==> config.mk <==
export PLATFORM = sky130hd
export DESIGN_NAME = unidade_acesso_memoria
export DESIGN_NICKNAME = d
export VERILOG_FILES = /design/src/rtl/unidade_acesso_memoria_pkg.sv /design/src/rtl/unidade_acesso_memoria_fwd_reg.sv /design/src/rtl/unidade_acesso_memoria.sv
export SDC_FILE = /design/constraint.sdc
export NUM_CORES = 1
export LEC_CHECK = 0
export CAP_MARGIN = 20
export CORE_UTILIZATION = 40
export CTS_CLUSTER_SIZE = 25
export DETAILED_ROUTE_END_ITERATION = 8
export PLACE_DENSITY = 0.75
export SETUP_SLACK_MARGIN = 0.4
export SYNTH_ARGS = -nofsm -noshare
export SYNTH_HDL_FRONTEND = slang
export SYNTH_SLANG_ARGS = --single-unit
==> constraint.sdc <==
create_clock -name clk -period 1.78 [get_ports clk]
set_clock_uncertainty 0.15 [all_clocks]
set_input_delay 0.178 -clock clk [delete_from_list [all_inputs] [get_ports clk]]
set_output_delay 0.178 -clock clk [all_outputs]
set_load 0.01 [all_outputs]
==> src/rtl/unidade_acesso_memoria_pkg.sv <==
// Shared constants for the load/store unit: default widths and FSM state encoding.
package unidade_acesso_memoria_pkg;

  localparam int ADDR_W_DEF = 8;
  localparam int DATA_W_DEF = 8;
  localparam int CNT_W_DEF  = 8;

  typedef enum logic [1:0] {
    IDLE  = 2'b00,
    WRITE = 2'b01,
    READ  = 2'b10,
    RESP  = 2'b11
  } state_t;

endpackage

==> src/rtl/unidade_acesso_memoria_fwd_reg.sv <==
// acesso_fwd_reg: one-entry store-forwarding register plus address compare.
// Holds {valid, addr, data} of the last completed store; reset clears valid.
module acesso_fwd_reg #(
  parameter int ADDR_W = 8,
  parameter int DATA_W = 8
) (
  input  logic              clk,
  input  logic              rst,
  input  logic              st_done,
  input  logic [ADDR_W-1:0] st_addr,
  input  logic [DATA_W-1:0] st_data,
  input  logic [ADDR_W-1:0] lk_addr,
  output logic              hit,
  output logic [DATA_W-1:0] fwd_data
);

  logic              ent_valid;
  logic [ADDR_W-1:0] ent_addr;
  logic [DATA_W-1:0] ent_data;

  // Capture the store as it commits to memory.
  always_ff @(posedge clk or posedge rst) begin
    if (rst) begin
      ent_valid <= 1'b0;
      ent_addr  <= '0;
      ent_data  <= '0;
    end else if (st_done) begin
      ent_valid <= 1'b1;
      ent_addr  <= st_addr;
      ent_data  <= st_data;
    end
  end

  assign hit      = ent_valid && (ent_addr == lk_addr);
  assign fwd_data = ent_data;

endmodule

==> src/rtl/unidade_acesso_memoria.sv <==
// unidade_acesso_memoria: load/store unit in front of memoria_dados.
// One request in flight: IDLE -> WRITE|READ -> RESP -> IDLE.
// All memory-side outputs are registered, so req_* never reaches mem_* combinationally.
// Optional build macro UNIDADE_ACESSO_STORE_FWD_EN: loads hitting the last completed
// store skip the memory access and respond one cycle after acceptance.
import unidade_acesso_memoria_pkg::*;

module unidade_acesso_memoria #(
  parameter int ADDR_W = ADDR_W_DEF,
  parameter int DATA_W = DATA_W_DEF,
  parameter int CNT_W  = CNT_W_DEF
) (
  input  logic              clk,
  input  logic              rst,
  input  logic              req_valid,
  output logic              req_ready,
  input  logic              req_we,
  input  logic [ADDR_W-1:0] req_addr,
  input  logic [DATA_W-1:0] req_wdata,
  output logic              resp_valid,
  output logic [DATA_W-1:0] resp_rdata,
  output logic              mem_we,
  output logic [ADDR_W-1:0] mem_addr,
  output logic [DATA_W-1:0] mem_wdata,
  input  logic [DATA_W-1:0] mem_rdata,
  output logic [CNT_W-1:0]  st_count
);

  state_t            state, state_n;
  logic              accept;
  logic              fwd_hit;
  logic [DATA_W-1:0] fwd_data;
  logic              fwd_load;

  assign req_ready = (state == IDLE);
  assign accept    = req_valid & req_ready;
  assign fwd_load  = accept & ~req_we & fwd_hit;

`ifdef UNIDADE_ACESSO_STORE_FWD_EN
  acesso_fwd_reg #(
    .ADDR_W (ADDR_W),
    .DATA_W (DATA_W)
  ) u_fwd (
    .clk      (clk),
    .rst      (rst),
    .st_done  (state == WRITE),
    .st_addr  (mem_addr),
    .st_data  (mem_wdata),
    .lk_addr  (req_addr),
    .hit      (fwd_hit),
    .fwd_data (fwd_data)
  );
`else
  assign fwd_hit  = 1'b0;
  assign fwd_data = '0;
`endif

  // State register.
  always_ff @(posedge clk or posedge rst) begin
    if (rst) state <= IDLE;
    else     state <= state_n;
  end

  // Next-state: stores go to WRITE, forwarded loads straight to RESP, other loads to READ.
  always_comb begin
    state_n = state;
    case (state)
      IDLE: begin
        if (accept) begin
          if (req_we)       state_n = WRITE;
          else if (fwd_hit) state_n = RESP;
          else              state_n = READ;
        end
      end
      WRITE:   state_n = RESP;
      READ:    state_n = RESP;
      RESP:    state_n = IDLE;
      default: state_n = IDLE;
    endcase
  end

  // Registered memory interface, response and store counter.
  // mem_we/resp_valid are decoded from the next state so they line up with WRITE/RESP
  // and drop asynchronously with reset (an in-flight write is aborted).
  always_ff @(posedge clk or posedge rst) begin
    if (rst) begin
      mem_we     <= 1'b0;
      mem_addr   <= '0;
      mem_wdata  <= '0;
      resp_valid <= 1'b0;
      resp_rdata <= '0;
      st_count   <= '0;
    end else begin
      mem_we     <= (state_n == WRITE);
      resp_valid <= (state_n == RESP);
      // Forwarded loads leave the memory address untouched.
      if (accept && !fwd_load) begin
        mem_addr  <= req_addr;
        mem_wdata <= req_wdata;
      end
      if (fwd_load)        resp_rdata <= fwd_data;
      if (state == WRITE) begin
        resp_rdata <= mem_wdata;
        st_count   <= st_count + CNT_W'(1);
      end
      if (state == READ)   resp_rdata <= mem_rdata;
    end
  end

endmodule
* Word-level counts from Yosys, hierarchy flattened
Cells that the tools add are included.
Storage, ports and cells: ROM bits 0, bits in writable memories 0, output and inout port bits 35, memories kept 0, input port bits 28, latch bits 0, bits in registers 36
Cells by class: mux-type cells 5, add/sub/neg operators 1, div/mod/pow operators 0, shifts and indexed selects 0, $lt $le $gt $ge 0, equal/unequal tests 5, multipliers 0, reductions and logical operators 3, bitwise gates (word level) 1
Operator list (number):
- 8-bit two-way mux | 2
- 8-bit by 1-bit adder with 8-bit output (second input constant) | 1
- 2-bit equality test (second input constant) | 3
- 2-bit case mux with 3 select lines | 1
- 2-bit by 1-bit equality test with 1-bit output (second input constant) | 2
- 2-bit two-way mux | 2
- 2-bit zero test | 1
- 2-bit nonzero test | 1
- 2-bit OR reduction | 1
- 1-bit AND | 1

* Longest topological paths before layout
Gate-level depths: netlist of run 1.
depth after elaboration 5, gate-level depth with buffers 6, depth with buffers taken out 5

* Least setup slack after synthesis of run 1
Ideal clock, no wire load.
path type reg-to-reg, start register state[0], end register mem_addr[0], stages on the path, launching flop included 6, path slack 148 ps, buffers on the path 1, period minus slack after synthesis 1632 ps, data required time 1505 ps, data arrival time 1357 ps, cell sequence dfrtp_1 inv_1 ha_1 nand2_2 buf_6 mux2_2
Between the ends: word-level cells in the longest chain between the ends 2
Ends and longest elaborated chain:
- start: declaration | line unidade_acesso_memoria.sv:29 | state_t state, state_n;
- start signal: assignment | line unidade_acesso_memoria.sv:61 | else state <= state_n;
- 2-bit zero test | line unidade_acesso_memoria.sv:35 | assign req_ready = (state == IDLE);
- via req_ready | line unidade_acesso_memoria.sv:16 | output logic req_ready,
- 1-bit AND | line unidade_acesso_memoria.sv:36 | assign accept = req_valid & req_ready;
- end signal: assignment | line unidade_acesso_memoria.sv:98 | mem_addr <= req_addr;
- end: declaration | line unidade_acesso_memoria.sv:23 | output logic [ADDR_W-1:0] mem_addr,
The timed path passes the listed nets, and every way through them passes these cells. A chain may end at the register's enable or synchronous reset.

* Final worst setup path of run 1
start register state[1], end register state[0]
Between the ends: word-level cells in the longest chain between the ends 4
Ends and longest elaborated chain:
- 2-bit zero test | line unidade_acesso_memoria.sv:35, unidade_acesso_memoria.sv:67
- 1-bit AND | line unidade_acesso_memoria.sv:36
- 2-bit two-way mux | line unidade_acesso_memoria.sv:69 | if (accept) begin
- 2-bit case mux with 3 select lines * | line unidade_acesso_memoria.sv:67 | case (state)
- via state_n[0] | line unidade_acesso_memoria.sv:29
Mark *: on every way through the listed nets, which the timed path passes. The rest lies on a longest branch.

==> flow_summary.ini, run 1 <==
[synthesis]
synth_common_cells = dfrtp_1 (36), mux2_2 (17), nor2_1 (10), a21oi_1 (9), mux2i_1 (8)
synth.most_common_cell = dfrtp_1
synth_edf_count = 0
synth_area_per_cell_sq_um = 12.94
synth.area.top_cells = dfrtp_1 (59%), mux2_2 (13%), mux2i_1 (5.2%)
ys_seq_area_frac = 0.5902
ys_ff_latch = 36
synthCells = 118
syn_area_sq_um = 1526
synth_warnings = 0
synth.distinct_cells = 22
yosysTopAreaCell = dfrtp_1
synthArstFlopShare = 1.000
ys.flop_type = dfrtp_1
synth_top_area_frac = 0.5902
syn_nets = 151

[placement]
io_buffers = 62
pre_cts_slack_ns = 0.1870
dp.cells = 227
gp_congestion = 0.8120
hpwl_um = 2430

[clock_tree]
worstSkewPairLatency_ns = 0.29
clockBufferDepth = 2
cts.sinks = 36
cts_tree = built
cts.reportedPaths.clkPinSlew_ns = 0.07
cts_root_buf = clkbuf_8
cts_hold_buf = 0
numCtsBuffers = 5
h-tree-depth = 2

[critical_path]
arrival_ns = 1.57
crit_path_max_fanout = 5
start_kind = register
worstPathRequired_ns = 1.79
ff2ff_setup_slack_ns = 0.22
crit_type = reg -> reg
crit_path_end_kind = register

[timing]
finalCritPeriodShare = 0.8737
worst_pin_slew_ns = 0.8720
hold_viol = 0
fin_crit_ns = 1.555
setup_ws_ns = 0.2248
tns_ns = 0
relSlewSlack = 0.4186
report.final.slew_viol_count = 0
setup_viol = 0
clock.fmax_ghz = 0.6430
rsz0062_at_grt = yes

[layout]
syn2layout_area_growth_pct = 68.03
nFillCells = 269
num-nets-final = 237
diodes = 0
final_cells = 252
regArea_sq_um = 902.1
multi_input_area_sq_um = 755.7
layout-drive-gt1-share = 0.2990

[drt]
drt-total-wl_um = 4355
vias = 1264
drc = 2
antenna_left = 0
drtIter0Drc = 53
wire_per_inst_um = 17.28
dr.pass1.iters = 9
drt-vias-per-instance = 5.016

[status]
violations = design-rule violations
status = finished with violations

[floorplan]
core_sq_um = 3661
die_w_um = 63.78
die_h_um = 63.78
ios = 63
start_util = 0.4170
rows = 22
die_area_sq_um = 4067

[power_and_ir_drop]
p_leak_nw = 1.165
vdd_ir_drop_max_mv = 1.007
pwr_density_cell_nw_per_um2 = 1941
finalPower_mw = 4.978

[grt]
grt_max_degree = 37
grt_overflow = 0
antenna_found_initial = 0
grt_usage = 0.2338
grt_pass1_vias = 1418
grt_pass1_wl_um = 6851

[flow_run]
drv_cap = 0

[min_path]
min_path_type = in -> async
power by group:
group          leakage, nW  internal, mW  total (mW)  switching [mW]
combinational        0.694          1.58        2.94            1.37
sequential           0.431          1.24        1.50           0.263
clock               0.0410         0.266       0.537           0.271
critical path: stages (launching register included):
cell	delay (ns)
dfrtp_1	0.41
inv_2	0.12
buf_4	0.14
ha_4	0.23
buf_8	0.14
nor2_1	0.16
a31oi_1	0.07
final timing paths:
path | end | cells past startpoint | startpoint
max | state[0] | 6 | state[1]
min | mem_addr[5] | 3 | rst
max reg2reg | state[0] | 6 | state[1]
min reg2reg | st_count[7] | 1 | st_count[7]
max in group asynchronous | st_count[2] | 3 | rst
min in group clk | st_count[7] | 1 | st_count[7]
through the flow:
step,util,cell area [sq um],hold WS [ns]
global placement,0.6073,2223,0.3088
finish,0.7006,2565,0.1462
global route,0.7006,2565,0.2021
detailed placement,0.6073,2223,0.3122
CTS,0.6832,2501,0.1646
floorplan,-,1559,0.1784
cell usage in the layout, fill, tap and decap left out, types with 2 or more instances in the layout:
| cell type | synthesis | final |
|---|---|---|
| clkdlybuf4s50_1 | 0 | 26 |
| mux2i_1 | 8 | 8 |
| nand4_1 | 2 | 2 |
| clkbuf_8 | 0 | 5 |
| nor2_1 | 10 | 9 |
| ha_4 | 0 | 3 |
| buf_8 | 0 | 2 |
| mux2_4 | 0 | 3 |
| dlygate4sd2_1 | 0 | 35 |
| xnor2_1 | 4 | 4 |
| inv_2 | 0 | 2 |
| nand2_8 | 0 | 4 |
| buf_4 | 0 | 13 |
| xor2_1 | 3 | 3 |
| dfrtp_1 | 36 | 35 |
| a21oi_1 | 9 | 9 |
| mux2_2 | 17 | 14 |
| nand2_1 | 6 | 5 |
cells by family after synthesis:
family                   after synthesis  synth area share
XOR/XNOR                               7           0.04016
AO/OA/AOI/OAI                         13           0.04508
multiplexers                          25            0.1779
flip-flops                            36            0.5902
adder cells (fa/ha/maj)                5           0.04098
AND/OR/NAND/NOR                       25           0.08115
buffers and inverters                  7           0.02459
repair_timing:
| item | CTS | global route |
|---|---|---|
| cloned | 5 | 1 |
| pin swaps | 0 | 3 |
| setup endpoints to repair | 67 | 36 |
| setup buffers | 9 | 3 |
| endpoints found under the hold margin | 0 | 0 |
| gates resized for setup | 60 | 11 |
flip-flops by register name, summed over array words and instances, names as in the netlist:
register and cells:
mem_wdata 8, st_count 8, resp_valid 1, resp_rdata 8
state 2, mem_we 1, mem_addr 8
routing by layer:
metal,global-route usage,up-vias,part of all wire
met5,0,-,0
met2,0.4003,47,0.53
met4,0.1080,0,0.022
li1,-,579,-
met1,0.2605,630,0.40
met3,0.07857,8,0.044
final cells by class:
cell class | count | area share
clock buffer | 6 | 0.02829
clock inverter | 1 | 0.001951
sequential | 36 | 0.3517
timing repair buffer | 80 | 0.2956
multi-input combinational | 78 | 0.2946
tap | 48 | 0.02341
inverter | 3 | 0.004390
Note: power is estimated with default switching activity, not from simulation.
==> run 2: changes to the inputs <==
- CAP_MARGIN: 20 -> 15
- RECOVER_POWER: not set -> 50
==> flow_summary.ini, run 2 (synthesized netlist as in run 1, its figures left out) <==
[layout]
multi_input_area_sq_um = 755.7
mostFrequentLayoutCells = dlygate4sd2_1 (35), dfrtp_1 (35), clkdlybuf4s50_1 (25)
regArea_sq_um = 902.1
final_cells = 252
nFillCells = 272
diodes = 0
num-nets-final = 237
layout-drive-gt1-share = 0.2892
syn2layout_area_growth_pct = 67.62

[critical_path]
slowest_delay_ns = 0.40
crit_slowest_cell = dfrtp_1
reg2reg_depth = 5
rr_endpoint = mem_addr[7]
timing.rr.start = state[1]
start_kind = register
crit_path_end_kind = register
ff2ff_setup_slack_ns = 0.16
crit_path_max_fanout = 6
arrival_ns = 1.64
worstPathRequired_ns = 1.81
crit_type = reg -> reg
worstPathCellList = inv_1, ha_4, buf_12, nand2_8, mux2_4

[min_path]
min-delay-start = st_count[7]
hold_end = st_count[7]
holdPathStages = 1
min_path_type = reg -> reg

[status]
status = finished with violations
violations = design-rule violations

[drt]
antenna_left = 0
vias = 1274
drc = 2
drtIter0Drc = 49
wire_per_inst_um = 17.26
drt-total-wl_um = 4349
dr.pass1.iters = 8
drt-vias-per-instance = 5.056

[clock_tree]
cts.reportedPaths.clkPinSlew_ns = 0.07
cts_hold_buf = 0
h-tree-depth = 2
cts_tree = built
cts_root_buf = clkbuf_8
worstSkewPairLatency_ns = 0.29
numCtsBuffers = 5
cts.sinks = 36
clockBufferDepth = 2

[power_and_ir_drop]
finalPower_mw = 4.958
p_leak_nw = 1.162
vdd_ir_drop_max_mv = 1.004
pwr_density_cell_nw_per_um2 = 1938

[grt]
antenna_found_initial = 0
grt_max_degree = 37
grt_usage = 0.2338
grt_pass1_wl_um = 6851
grt_overflow = 0
grt_pass1_vias = 1418

[timing]
hold_viol = 0
relSlewSlack = 0.4136
worst_pin_slew_ns = 0.8796
rsz0062_at_grt = yes
finalCritPeriodShare = 0.9097
fin_crit_ns = 1.619
clock.fmax_ghz = 0.6175
tns_ns = 0
setup_viol = 0
report.final.slew_viol_count = 0

[floorplan]
start_util = 0.4170
core_sq_um = 3661
die_w_um = 63.78
die_area_sq_um = 4067
die_h_um = 63.78
rows = 22
ios = 63

[flow_run]
drv_cap = 0

[placement]
gp_congestion = 0.8120
dp.cells = 227
io_buffers = 62
hpwl_um = 2430
-- run 2: what timing repair did --
action                     CTS  global route
setup endpoints to repair   67            36
gates cloned                 5             1
buffers inserted             9             3
pin swaps                    0             3
resized for setup           60            11
-- run 2: how the worst max path moves through the flow --
stage                  start           to  slack, ns  depth (start not counted)
finish              state[1]  mem_addr[7]       0.16                          5
global route        state[1]     state[0]       0.12                          6
CTS                 state[1]  st_count[7]       0.23                          5
detailed placement  state[1]  st_count[7]       0.19                          5
global placement    state[1]    req_ready       0.23                          3
floorplan           state[0]  mem_addr[0]       0.31                          5
-- run 2: through the flow --
step	setup slack, ns	cell area (sq um)	utilization	hold slack, ns
after floorplan	0.3101	1559	-	0.1784
after global placement	0.2308	2223	0.6073	0.3088
after detailed placement	0.1870	2223	0.6073	0.3122
after CTS	0.2319	2501	0.6832	0.1646
after global routing	0.1187	2559	0.6989	0.3363
final	0.1607	2559	0.6989	0.3164
-- run 2: layer usage --
layer,part of all wire,global-route usage
met2,0.54,0.4003
met4,0.022,0.1080
met5,0,0
met3,0.056,0.07857
met1,0.38,0.2605
-- run 2: final cells by class --
| cell class | count | share of cell area |
|---|---|---|
| repair buffers | 80 | 0.2939 |
| inverters | 3 | 0.004401 |
| flip-flops and latches | 36 | 0.3526 |
| clock buffers | 6 | 0.02836 |
| well taps | 48 | 0.02347 |
| multi-input cells | 78 | 0.2954 |
| clock inverters | 1 | 0.001956 |
-- run 2: critical path: cells and delay by family (launching register included) --
family / cells / cell delay, ns
buf+inv: 2 / 0.34
mux: 1 / 0.34
flops: 1 / 0.40
simple gates: 1 / 0.09
fa+ha+maj: 1 / 0.19
-- run 2: power breakdown --
| part | internal [mW] | total (mW) | switching (mW) |
|---|---|---|---|
| combinational | 1.56 | 2.92 | 1.36 |
| clock | 0.266 | 0.538 | 0.273 |
| sequential | 1.24 | 1.50 | 0.260 |
